--- src/rtl/mips_mem_arbiter_pkg.sv ---
// Shared types for the MIPS memory arbiter: FSM state encoding and owner codes.
package mips_mem_pkg;

  typedef enum logic [1:0] {
    IDLE = 2'b00,
    BUSY = 2'b01,
    DONE = 2'b10
  } state_e;

  localparam logic OWN_CPU = 1'b0;
  localparam logic OWN_DMA = 1'b1;

endpackage

--- src/rtl/mips_mem_arbiter_if.sv ---
// Request/acknowledge memory bus; 'ack' is the done pulse on requester ports and mem_ack on the memory port.
interface mips_mem_arbiter_if #(
  parameter int ADDR_WIDTH = 32,
  parameter int DATA_WIDTH = 32
);
  logic                  req;
  logic                  we;
  logic [ADDR_WIDTH-1:0] addr;
  logic [DATA_WIDTH-1:0] wdata;
  logic                  ack;
  logic [DATA_WIDTH-1:0] rdata;

  modport master (output req, we, addr, wdata, input ack, rdata);
  modport slave  (input req, we, addr, wdata, output ack, rdata);
endinterface

--- src/rtl/mips_mem_arbiter_sat_counter.sv ---
// Saturating up-counter with synchronous clear (clear wins over increment).
// Latency: count visible the cycle after inc/clr; no backpressure.
module mips_sat_counter #(
  parameter int MAX = 4,
  parameter int W   = $clog2(MAX + 1)
) (
  input  logic         clk_i,
  input  logic         rst_i,
  input  logic         inc_i,
  input  logic         clr_i,
  output logic [W-1:0] cnt_o
);
  logic [W-1:0] cnt_q, cnt_d;

  always_comb begin
    cnt_d = cnt_q;
    if (clr_i) begin
      cnt_d = '0;
    end else if (inc_i && (cnt_q != W'(MAX))) begin
      cnt_d = cnt_q + 1'b1;
    end
  end

  always_ff @(posedge clk_i) begin
    if (rst_i) begin
      cnt_q <= '0;
    end else begin
      cnt_q <= cnt_d;
    end
  end

  assign cnt_o = cnt_q;
endmodule

--- src/rtl/mips_mem_arbiter.sv ---
// Shares one variable-latency memory between CPU and DMA ports, with DMA anti-starvation and access timeout.
// Latency: grant->mem_req 1 cycle, ack->done 1 cycle; requesters are held (cpu_stall) until their done.
module mips_mem_arbiter
  import mips_mem_pkg::*;
#(
  parameter int ADDR_WIDTH = 32,
  parameter int DATA_WIDTH = 32,
  parameter int TIMEOUT    = 16,
  parameter int MAX_WAIT   = 4
) (
  input  logic               clk_i,
  input  logic               rst_i,
  mips_mem_arbiter_if.slave  cpu_if,
  mips_mem_arbiter_if.slave  dma_if,
  mips_mem_arbiter_if.master mem_if,
  output logic               cpu_stall_o,
  output logic               err_o
);
  localparam int WW = $clog2(TIMEOUT + 1);
  localparam int SW = $clog2(MAX_WAIT + 1);

  state_e                state_q, state_d;
  logic                  owner_q, owner_d;
  logic                  mem_req_q, mem_req_d;
  logic                  mem_we_q, mem_we_d;
  logic [ADDR_WIDTH-1:0] mem_addr_q, mem_addr_d;
  logic [DATA_WIDTH-1:0] mem_wdata_q, mem_wdata_d;
  logic [WW-1:0]         wait_cnt_q, wait_cnt_d;
  logic                  cpu_done_q, cpu_done_d;
  logic [DATA_WIDTH-1:0] cpu_rdata_q, cpu_rdata_d;
  logic                  dma_done_q, dma_done_d;
  logic [DATA_WIDTH-1:0] dma_rdata_q, dma_rdata_d;
  logic                  err_q, err_d;
  logic                  dma_grant, cpu_grant, finish;
  logic                  starve_inc, starve_clr;
  logic [SW-1:0]         starve_cnt;

  always_comb begin
    state_d     = state_q;
    owner_d     = owner_q;
    mem_req_d   = mem_req_q;
    mem_we_d    = mem_we_q;
    mem_addr_d  = mem_addr_q;
    mem_wdata_d = mem_wdata_q;
    wait_cnt_d  = wait_cnt_q;
    cpu_done_d  = 1'b0;
    cpu_rdata_d = '0;
    dma_done_d  = 1'b0;
    dma_rdata_d = '0;
    err_d       = 1'b0;
    dma_grant   = 1'b0;
    cpu_grant   = 1'b0;
    finish      = 1'b0;
    case (state_q)
      IDLE: begin
        dma_grant = dma_if.req && (!cpu_if.req || (starve_cnt == SW'(MAX_WAIT)));
        cpu_grant = cpu_if.req && !dma_grant;
        if (dma_grant || cpu_grant) begin
          owner_d     = dma_grant ? OWN_DMA : OWN_CPU;
          mem_we_d    = dma_grant ? dma_if.we : cpu_if.we;
          mem_addr_d  = dma_grant ? dma_if.addr : cpu_if.addr;
          mem_wdata_d = dma_grant ? dma_if.wdata : cpu_if.wdata;
          mem_req_d   = 1'b1;
          wait_cnt_d  = '0;
          state_d     = BUSY;
        end
      end
      BUSY: begin
        finish = mem_if.ack || (wait_cnt_q == WW'(TIMEOUT - 1));
        if (finish) begin
          // Done/rdata are registered so they land in the DONE cycle; timed-out reads return 0.
          mem_req_d = 1'b0;
          err_d     = !mem_if.ack;
          state_d   = DONE;
          if (owner_q == OWN_DMA) begin
            dma_done_d  = 1'b1;
            dma_rdata_d = mem_if.ack ? mem_if.rdata : '0;
          end else begin
            cpu_done_d  = 1'b1;
            cpu_rdata_d = mem_if.ack ? mem_if.rdata : '0;
          end
        end else begin
          wait_cnt_d = wait_cnt_q + 1'b1;
        end
      end
      DONE:    state_d = IDLE;
      default: state_d = IDLE;
    endcase
  end

  always_ff @(posedge clk_i) begin
    if (rst_i) begin
      state_q     <= IDLE;
      owner_q     <= OWN_CPU;
      mem_req_q   <= 1'b0;
      mem_we_q    <= 1'b0;
      mem_addr_q  <= '0;
      mem_wdata_q <= '0;
      wait_cnt_q  <= '0;
      cpu_done_q  <= 1'b0;
      cpu_rdata_q <= '0;
      dma_done_q  <= 1'b0;
      dma_rdata_q <= '0;
      err_q       <= 1'b0;
    end else begin
      state_q     <= state_d;
      owner_q     <= owner_d;
      mem_req_q   <= mem_req_d;
      mem_we_q    <= mem_we_d;
      mem_addr_q  <= mem_addr_d;
      mem_wdata_q <= mem_wdata_d;
      wait_cnt_q  <= wait_cnt_d;
      cpu_done_q  <= cpu_done_d;
      cpu_rdata_q <= cpu_rdata_d;
      dma_done_q  <= dma_done_d;
      dma_rdata_q <= dma_rdata_d;
      err_q       <= err_d;
    end
  end

  // DMA only starves while it waits and does not hold the memory itself.
  assign starve_clr = !dma_if.req || dma_grant;
  assign starve_inc = dma_if.req && !((state_q != IDLE) && (owner_q == OWN_DMA));

  mips_sat_counter #(.MAX(MAX_WAIT), .W(SW)) u_starve_cnt (
    .clk_i (clk_i),
    .rst_i (rst_i),
    .inc_i (starve_inc),
    .clr_i (starve_clr),
    .cnt_o (starve_cnt)
  );

  assign mem_if.req   = mem_req_q;
  assign mem_if.we    = mem_we_q;
  assign mem_if.addr  = mem_addr_q;
  assign mem_if.wdata = mem_wdata_q;
  assign cpu_if.ack   = cpu_done_q;
  assign cpu_if.rdata = cpu_rdata_q;
  assign dma_if.ack   = dma_done_q;
  assign dma_if.rdata = dma_rdata_q;
  assign err_o        = err_q;
  assign cpu_stall_o  = cpu_if.req & ~cpu_done_q;
endmodule

--- src/flat_wrapper.sv ---
// flat-port wrapper written by rule: the top's interface ports become plain ports
module mips_mem_arbiter_flat import mips_mem_pkg::*;
#(
  parameter int ADDR_WIDTH = 32,
  parameter int DATA_WIDTH = 32,
  parameter int TIMEOUT    = 16,
  parameter int MAX_WAIT   = 4
)
  (clk_i, rst_i, cpu_stall_o, err_o, cpu_if_req, cpu_if_we, cpu_if_addr, cpu_if_wdata, cpu_if_ack, cpu_if_rdata, dma_if_req, dma_if_we, dma_if_addr, dma_if_wdata, dma_if_ack, dma_if_rdata, mem_if_req, mem_if_we, mem_if_addr, mem_if_wdata, mem_if_ack, mem_if_rdata);
  mips_mem_arbiter_if #(.ADDR_WIDTH(ADDR_WIDTH), .DATA_WIDTH(DATA_WIDTH)) cpu_if_i ();
  mips_mem_arbiter_if #(.ADDR_WIDTH(ADDR_WIDTH), .DATA_WIDTH(DATA_WIDTH)) dma_if_i ();
  mips_mem_arbiter_if #(.ADDR_WIDTH(ADDR_WIDTH), .DATA_WIDTH(DATA_WIDTH)) mem_if_i ();
  input  logic clk_i;
  input  logic rst_i;
  output logic cpu_stall_o;
  output logic err_o;
  input wire logic [$bits(cpu_if_i.req)-1:0] cpu_if_req;
  input wire logic [$bits(cpu_if_i.we)-1:0] cpu_if_we;
  input wire logic [$bits(cpu_if_i.addr)-1:0] cpu_if_addr;
  input wire logic [$bits(cpu_if_i.wdata)-1:0] cpu_if_wdata;
  output wire logic [$bits(cpu_if_i.ack)-1:0] cpu_if_ack;
  output wire logic [$bits(cpu_if_i.rdata)-1:0] cpu_if_rdata;
  input wire logic [$bits(dma_if_i.req)-1:0] dma_if_req;
  input wire logic [$bits(dma_if_i.we)-1:0] dma_if_we;
  input wire logic [$bits(dma_if_i.addr)-1:0] dma_if_addr;
  input wire logic [$bits(dma_if_i.wdata)-1:0] dma_if_wdata;
  output wire logic [$bits(dma_if_i.ack)-1:0] dma_if_ack;
  output wire logic [$bits(dma_if_i.rdata)-1:0] dma_if_rdata;
  output wire logic [$bits(mem_if_i.req)-1:0] mem_if_req;
  output wire logic [$bits(mem_if_i.we)-1:0] mem_if_we;
  output wire logic [$bits(mem_if_i.addr)-1:0] mem_if_addr;
  output wire logic [$bits(mem_if_i.wdata)-1:0] mem_if_wdata;
  input wire logic [$bits(mem_if_i.ack)-1:0] mem_if_ack;
  input wire logic [$bits(mem_if_i.rdata)-1:0] mem_if_rdata;
  assign cpu_if_i.req = cpu_if_req;
  assign cpu_if_i.we = cpu_if_we;
  assign cpu_if_i.addr = cpu_if_addr;
  assign cpu_if_i.wdata = cpu_if_wdata;
  assign cpu_if_ack = cpu_if_i.ack;
  assign cpu_if_rdata = cpu_if_i.rdata;
  assign dma_if_i.req = dma_if_req;
  assign dma_if_i.we = dma_if_we;
  assign dma_if_i.addr = dma_if_addr;
  assign dma_if_i.wdata = dma_if_wdata;
  assign dma_if_ack = dma_if_i.ack;
  assign dma_if_rdata = dma_if_i.rdata;
  assign mem_if_req = mem_if_i.req;
  assign mem_if_we = mem_if_i.we;
  assign mem_if_addr = mem_if_i.addr;
  assign mem_if_wdata = mem_if_i.wdata;
  assign mem_if_i.ack = mem_if_ack;
  assign mem_if_i.rdata = mem_if_rdata;
  mips_mem_arbiter #(.ADDR_WIDTH(ADDR_WIDTH), .DATA_WIDTH(DATA_WIDTH), .TIMEOUT(TIMEOUT), .MAX_WAIT(MAX_WAIT)) u_core (.clk_i(clk_i), .rst_i(rst_i), .cpu_if(cpu_if_i), .dma_if(dma_if_i), .mem_if(mem_if_i), .cpu_stall_o(cpu_stall_o), .err_o(err_o));
endmodule
--- config.mk ---
export PLATFORM = sky130hd
export DESIGN_NAME = mips_mem_arbiter_flat
export DESIGN_NICKNAME = d
export VERILOG_FILES = /design/src/rtl/mips_mem_arbiter_pkg.sv /design/src/rtl/mips_mem_arbiter_if.sv /design/src/rtl/mips_mem_arbiter_sat_counter.sv /design/src/rtl/mips_mem_arbiter.sv /design/src/flat_wrapper.sv
export SDC_FILE = /design/constraint.sdc
export NUM_CORES = 1
export LEC_CHECK = 0
export CAP_MARGIN = 20
export CORE_MARGIN = 2
export CORE_UTILIZATION = 37
export CTS_CLUSTER_SIZE = 30
export DETAILED_ROUTE_END_ITERATION = 12
export GPL_TIMING_DRIVEN = 0
export PLACE_DENSITY = 0.82
export REMOVE_ABC_BUFFERS = 1
export SLEW_MARGIN = 20
export SYNTH_ARGS = -nofsm -noshare
export SYNTH_HDL_FRONTEND = slang
export SYNTH_SLANG_ARGS = --single-unit
export TNS_END_PERCENT = 5
--- constraint.sdc ---
create_clock -name clk_i -period 2.1 [get_ports clk_i]
set_clock_uncertainty 0.1 [all_clocks]
set_input_delay 0.42 -clock clk_i [delete_from_list [all_inputs] [get_ports clk_i]]
set_output_delay 0.42 -clock clk_i [all_outputs]
set_load 0.01 [all_outputs]
======== Word level (Yosys, flattened, before mapping) ========
Cells that the tools add are included.
storage, ports and cells
  flip-flop bits (word level) ............. 144
  bits of input ports ..................... 167
  output and inout bits ................... 134
  word-level logic and storage cells ...... 69
cells by class
  add/subtract/negate cells ............... 2
  equality and inequality tests ........... 7
  mux-type cells .......................... 17
  bitwise gates (word level) .............. 5
  reduce and logical (&&, ||, !) cells .... 25
operator list
  cell                 number
  $mux 32              3
  $mux 5               2
  $pmux 5 s2           1
  $reduce_or 4->1      2
  $mux 1               7
  $reduce_and 3->1     2
  $add 5x1->5 const B  1
  $eq 5x4->1 const B   1
  $logic_and 1x1->1    5
  $logic_not 1->1      5
  $logic_or 1x1->1     4
  $mux 2               2
  $ne 2x1->1 const B   2
  $not 1->1            4
  $pmux 2 s2           1
  $reduce_and 2->1     2
  $reduce_bool 2->1    2
  $add 3x1->3 const B  1
  $eq 3x3->1 const B   1
  $ne 3x3->1 const B   1
  $reduce_or 3->1      1
  $eq 2x1->1 const B   1
  $logic_not 2->1      1
  $ne 2x2->1 const B   1
  3 further kinds      3

======== Depth between registers and ports, before layout ========
  depth after elaboration ................. 8
  gate-level depth with buffers ........... 7
  mapped depth without buffers ............ 6

======== Modules after synthesis ========
A second synthesis with hierarchy kept.
second synthesis, totals
  cells, all modules ...................... 645
  area total of the unflattened synthesis .. 6223.5 sq um
by module, submodules not included
  module            instances  cells each  area an instance (sq um)  seq. area each (sq um)
  mips_mem_arbiter  1          628         6034.5                    2822.7
  mips_sat_counter  1          17          188.9                     60.1

======== Worst setup path before layout ========
No wires, ideal clock.
  path type ............................... register to register
  from .................................... register u_core.wait_cnt_q[0]
  to ...................................... register u_core.wait_cnt_q[4]
  library setup time ...................... 0.070 ns
  data arrival time ....................... 2.107 ns
  required time ........................... 1.930 ns
  setup slack ............................. -0.178 ns
  stages on the path, launching flop included .. 8
  path buffers ............................ 1
  clock period less this slack ............ 2.278 ns
  path through ............................ dfxtp_1 ha_1 and3_1 ha_1 or4b_1 clkbuf_2 or4b_1 a21oi_1
on the way
  cells in the longest elaborated chain, start to end .. 4
  elaborated cells on any way between the ends .. 7
  classes of those cells .................. add/sub: 1; eq/ne: 2; mux: 2; reduce/logical: 2
ends and longest elaborated chain
  element                                              line                     RTL
  start: declaration                                   mips_mem_arbiter.sv:28   logic [WW-1:0] wait_cnt_q, wait_cnt_d;
  start signal: assignment                             mips_mem_arbiter.sv:112  wait_cnt_q <= wait_cnt_d;
  branches (longest 4 deep; another with $add 5x1->5)  n/a
Several ways; the timed one is not identified. The select of a mux whose other input is x is not followed.
A chain may end at the register's enable or synchronous reset.

======== Worst setup path in the final report ========
Same ends and word-level chain as after synthesis.

==> flow_results.org <==
** Run status
- The flow ran to the end, but the final reports show violations.
- Violations in the final reports :: setup timing

** Final layout
- Sequential cell area :: 0.00289 mm2
- In the final layout, the share of cells above drive strength 1 is 0.0776.
- Total area of multi-input combinational cells :: 0.00306 mm2
- The number of antenna diodes in the final layout is 0.
- Fraction of the core area covered by cells at the end of the flow :: 0.611
- The area growth from synthesis to layout is 62.5%.
- Number of standard cells in the layout, taps in and fillers out :: 1135
- The final layout contains 1073 nets.
- Number of fillers in the final layout :: 1374
- After routing the design area is 0.0101 mm2.

** STA
- At the pin with the least slew margin, the transition time is 0.782 ns.
- Timing-limited maximum frequency :: 0.443 GHz
- Headroom to the max-slew limit came out at 0.479.
- Number of pins exceeding their max-slew limit in the final report :: 0
- Dividing the final minimum period by the clock period gives 1.08.
- Final Hold Violating Endpoints :: 0
- Smallest setup slack after layout :: -0.158 ns
- Crit path time final :: 2.26 ns
- Setup repair after global routing could not meet its margin everywhere.
- Setup violations remaining at the end of the flow were counted as 2.

** Clock network
- The longest clock path from root to sink contains 2 buffers.
- Clock latency on the worst-skew pair, taken at its later pin, is 0.42 ns.
- The tree built by TritonCTS fans out to 144 sinks.
- CTS placed an instance of clkbuf_16 at the clock tree root.
- The H-tree was split into 4 levels.
- CTS tree :: built
- After clock tree synthesis, the flow added hold-fix buffers numbering 0.
- In this run, CTS created clock tree buffers numbering 17.
- After clock tree synthesis, the clock-pin slew on the worst setup and hold paths is 0.06 ns.

** Power and ir drop
- Max IR drop VDD :: 0.554 mV
- In this run the power density over the cells is 724 mW/mm2.
- Total design power :: 7310 uW
- Leakage Power :: 0.00368 uW

** Setup path
- Required time of the critical path :: 2.35 ns
- Endpoint kind of the worst setup timing path :: flop
- The worst register-to-register path ends at u_core.wait_cnt_q[4].
- Critical path startpoint category :: flop
- The number of cells on the worst reg-to-reg path is 6.
- Dominant cell type by count on the critical path :: ha_2
- The worst setup path is of the reg -> reg kind.
- In this run the critical register-to-register path is launched from u_core.wait_cnt_q[0].
- The slowest stage of the critical path is the or4b_4 cell.
- STA puts the critical path data arrival time at 2.50 ns.
- Highest cell delay on the worst timing path :: 0.54 ns
- Of all nets on the critical path, the largest fanout is 6.
- CP Cell Sequence :: ha_2, and3_1, ha_2, or4b_4, or4b_1, a21oi_1
- Worst reg-to-reg setup slack :: -0.16 ns
- Counting both buffers and inverters, the worst setup path holds a total of 0.
- Kind of cell adding the most delay to the critical path :: simple AND/OR/NAND/NOR gates

** Placement
- Buffers placed on the I/O ports in this run total 300.
- Post-detail-place hpwl :: 13000 um
- Summing all placed instances gives a cell area of 0.00946 mm2.
- Placed Cells incl. Taps :: 1098
- The congestion estimate from routability-driven global placement came to 0.793.
- DP Worst Slack :: -0.715 ns

** Route
- In the final routed layout, each cell accounts on average for 17.9 um.
- Vias after detailed routing :: 6119
- The detail route stage leaves a number of antenna-violating nets equal to 0.
- The first routing iteration left 228 violations.
- Summed over all layers, the routed wires come to 20300 um.
- Number of iterations in the first detailed-routing pass :: 6
- Via density per instance :: 5.39
- DRC violation count after routing :: 0

** GRT
- For this run the aggregate overflow at the end of global routing stands at 0.
- Entering global routing, the biggest net connects 91 pins.
- GRT Total Usage :: 0.223
- Global-route wire length before repair :: 31600 um
- The initial antenna violation count is 0.
- The via count of the first global-routing pass was 5928.

** Yosys
- Counting flops with a built-in enable in the synthesized netlist gives 0.
- FFs w/ async S/R, synth :: 0
- Dividing the synthesized area by the synthesized cell count gives 9.60 um2.
- Number of storage elements in the synthesis netlist :: 144
- The netlist uses 40 different library cells.
- Synthesis handed over a netlist of 647 instances.
- The share of the Yosys chip area taken by registers is 0.464.
- Yosys printed 0 warnings.
- Main flop type after synthesis :: dfxtp_1
- Summed instance area of the synthesized netlist :: 0.00621 mm2

** Die
- The die covers 0.0178 mm2.
- Chip width :: 134 um
- Core region area :: 0.0165 mm2
- Height of the die :: 134 um
- Core Rows :: 47
- Starting utilization of the core area :: 0.376
- Number of ports placed on the die boundary :: 301

** Min path
- Worst Hold End :: u_core.owner_q
- The worst hold path begins at rst_i.
- The worst hold path belongs to the class in -> reg.
- Worst hold path stage count :: 2

** Flow run
- Max-cap violations in this run came to 0.
-- sequential cells by signal (all words and copies together), names as in the netlist, 2 cells and up --
name / flops
u_core.cpu_if.rdata: 32
u_core.mem_if.wdata: 32
u_core.mem_if.addr: 32
u_core.wait_cnt_q: 5
u_core.u_starve_cnt.cnt_o: 3
u_core.dma_if.rdata: 32
u_core.state_q: 2
-- final cells by class --
class,count,share of cell area
Timing Repair Buffer,313,0.324
Clock buffer,18,0.0425
Sequential cell,144,0.286
Tap cell,220,0.0273
Inverter,8,0.00297
Clock inverter,14,0.0143
Multi-Input combinational cell,418,0.303
-- cell usage after synthesis, types with 2 or more instances --
master	n	area share
or4b_1	2	0.0032
clkbuf_1	60	0.036
dfxtp_1	144	0.46
o21ai_0	4	0.0032
o211ai_1	2	0.0024
or3_1	2	0.0020
nor2_1	67	0.040
or3b_2	2	0.0028
a221o_1	65	0.10
buf_1	4	0.0024
nor4b_1	66	0.093
ha_1	4	0.0081
a211oi_1	4	0.0048
or2_2	2	0.0020
clkbuf_2	2	0.0016
and4_1	65	0.092
inv_1	8	0.0048
nand2_1	36	0.022
a21bo_2	2	0.0032
nor2b_1	66	0.066
a21oi_1	9	0.0073
buf_2	11	0.0089
nand3_1	3	0.0024
-- how the worst max path moves through the flow --
| stage | cells past startpoint | slack, ns | end | from |
|---|---|---|---|---|
| floorplan | 3 | -2.19 | u_core.mem_if.addr[0] | u_core.state_q[1] |
| global placement | 3 | -9.05 | u_core.mem_if.addr[15] | rst_i |
| detailed placement | 5 | -0.71 | u_core.mem_if.addr[22] | cpu_if_req |
| CTS | 6 | -0.15 | u_core.wait_cnt_q[4] | u_core.wait_cnt_q[0] |
| global route | 6 | -0.23 | u_core.wait_cnt_q[4] | u_core.wait_cnt_q[0] |
| finish | 6 | -0.16 | u_core.wait_cnt_q[4] | u_core.wait_cnt_q[0] |
-- metrics by stage --
stage | hold slack, ns | TNS [ns]
2_1_floorplan | 0.358 | -151.65
3_3_place_gp | 0.367 | -910.21
3_5_place_dp | 0.372 | -51.32
4_1_cts | 0.306 | -1.04
5_1_grt | 0.348 | -3.08
6_report | 0.333 | -0.217
-- power by group --
part,total (uW),internal (uW),switching [uW]
combinational,1390,801,591
sequential,2970,2880,88.4
clock,2950,1670,1280
total,7310,5350,1960
-- layout by cell type (no fill, tap or decap), types with 3 or more instances in the layout --
cell type / n
a211oi_1: 3
a21bo_2: 3
a21oi_1: 8
a221o_1: 65
and4_1: 65
buf_16: 7
buf_4: 4
clkbuf_16: 17
clkdlybuf4s50_1: 296
clkinvlp_4: 4
dfxtp_1: 141
dfxtp_2: 3
inv_1: 8
inv_6: 6
nand2_1: 35
nor2_1: 65
nor2b_1: 66
nor4b_1: 66
o21ai_0: 4
-- per-layer routing --
layer	track usage	up-vias	share of wire
met3	0.0833	31	0.091
li1	-	2924	-
met5	0	-	0
met2	0.372	252	0.47
met4	0.0810	0	0.024
met1	0.263	2912	0.42
-- kinds of logic (layout without fill, tap and decap cells) --
logic type,count (synthesis),after routing,share of synthesized area
AND/OR/NAND/NOR,318,318,0.334
flip-flops,144,144,0.464
XOR/XNOR,1,1,0.00141
multiplexers,1,1,0.00181
adder cells (fa/ha/maj),4,4,0.00806
buffers and inverters,87,353,0.0570
AO/OA/AOI/OAI,92,94,0.134
-- what timing repair did --
| action | in CTS | in global routing |
|---|---|---|
| setup endpoints to repair | 90 | 79 |
| gates resized for setup | 10 | 1 |
| pin swaps | 2 | 1 |
| setup buffers | 1 | 2 |
| hold endpoints to repair | 0 | 0 |
| cloned | 2 | 0 |
(Power assumes the default switching activity.)
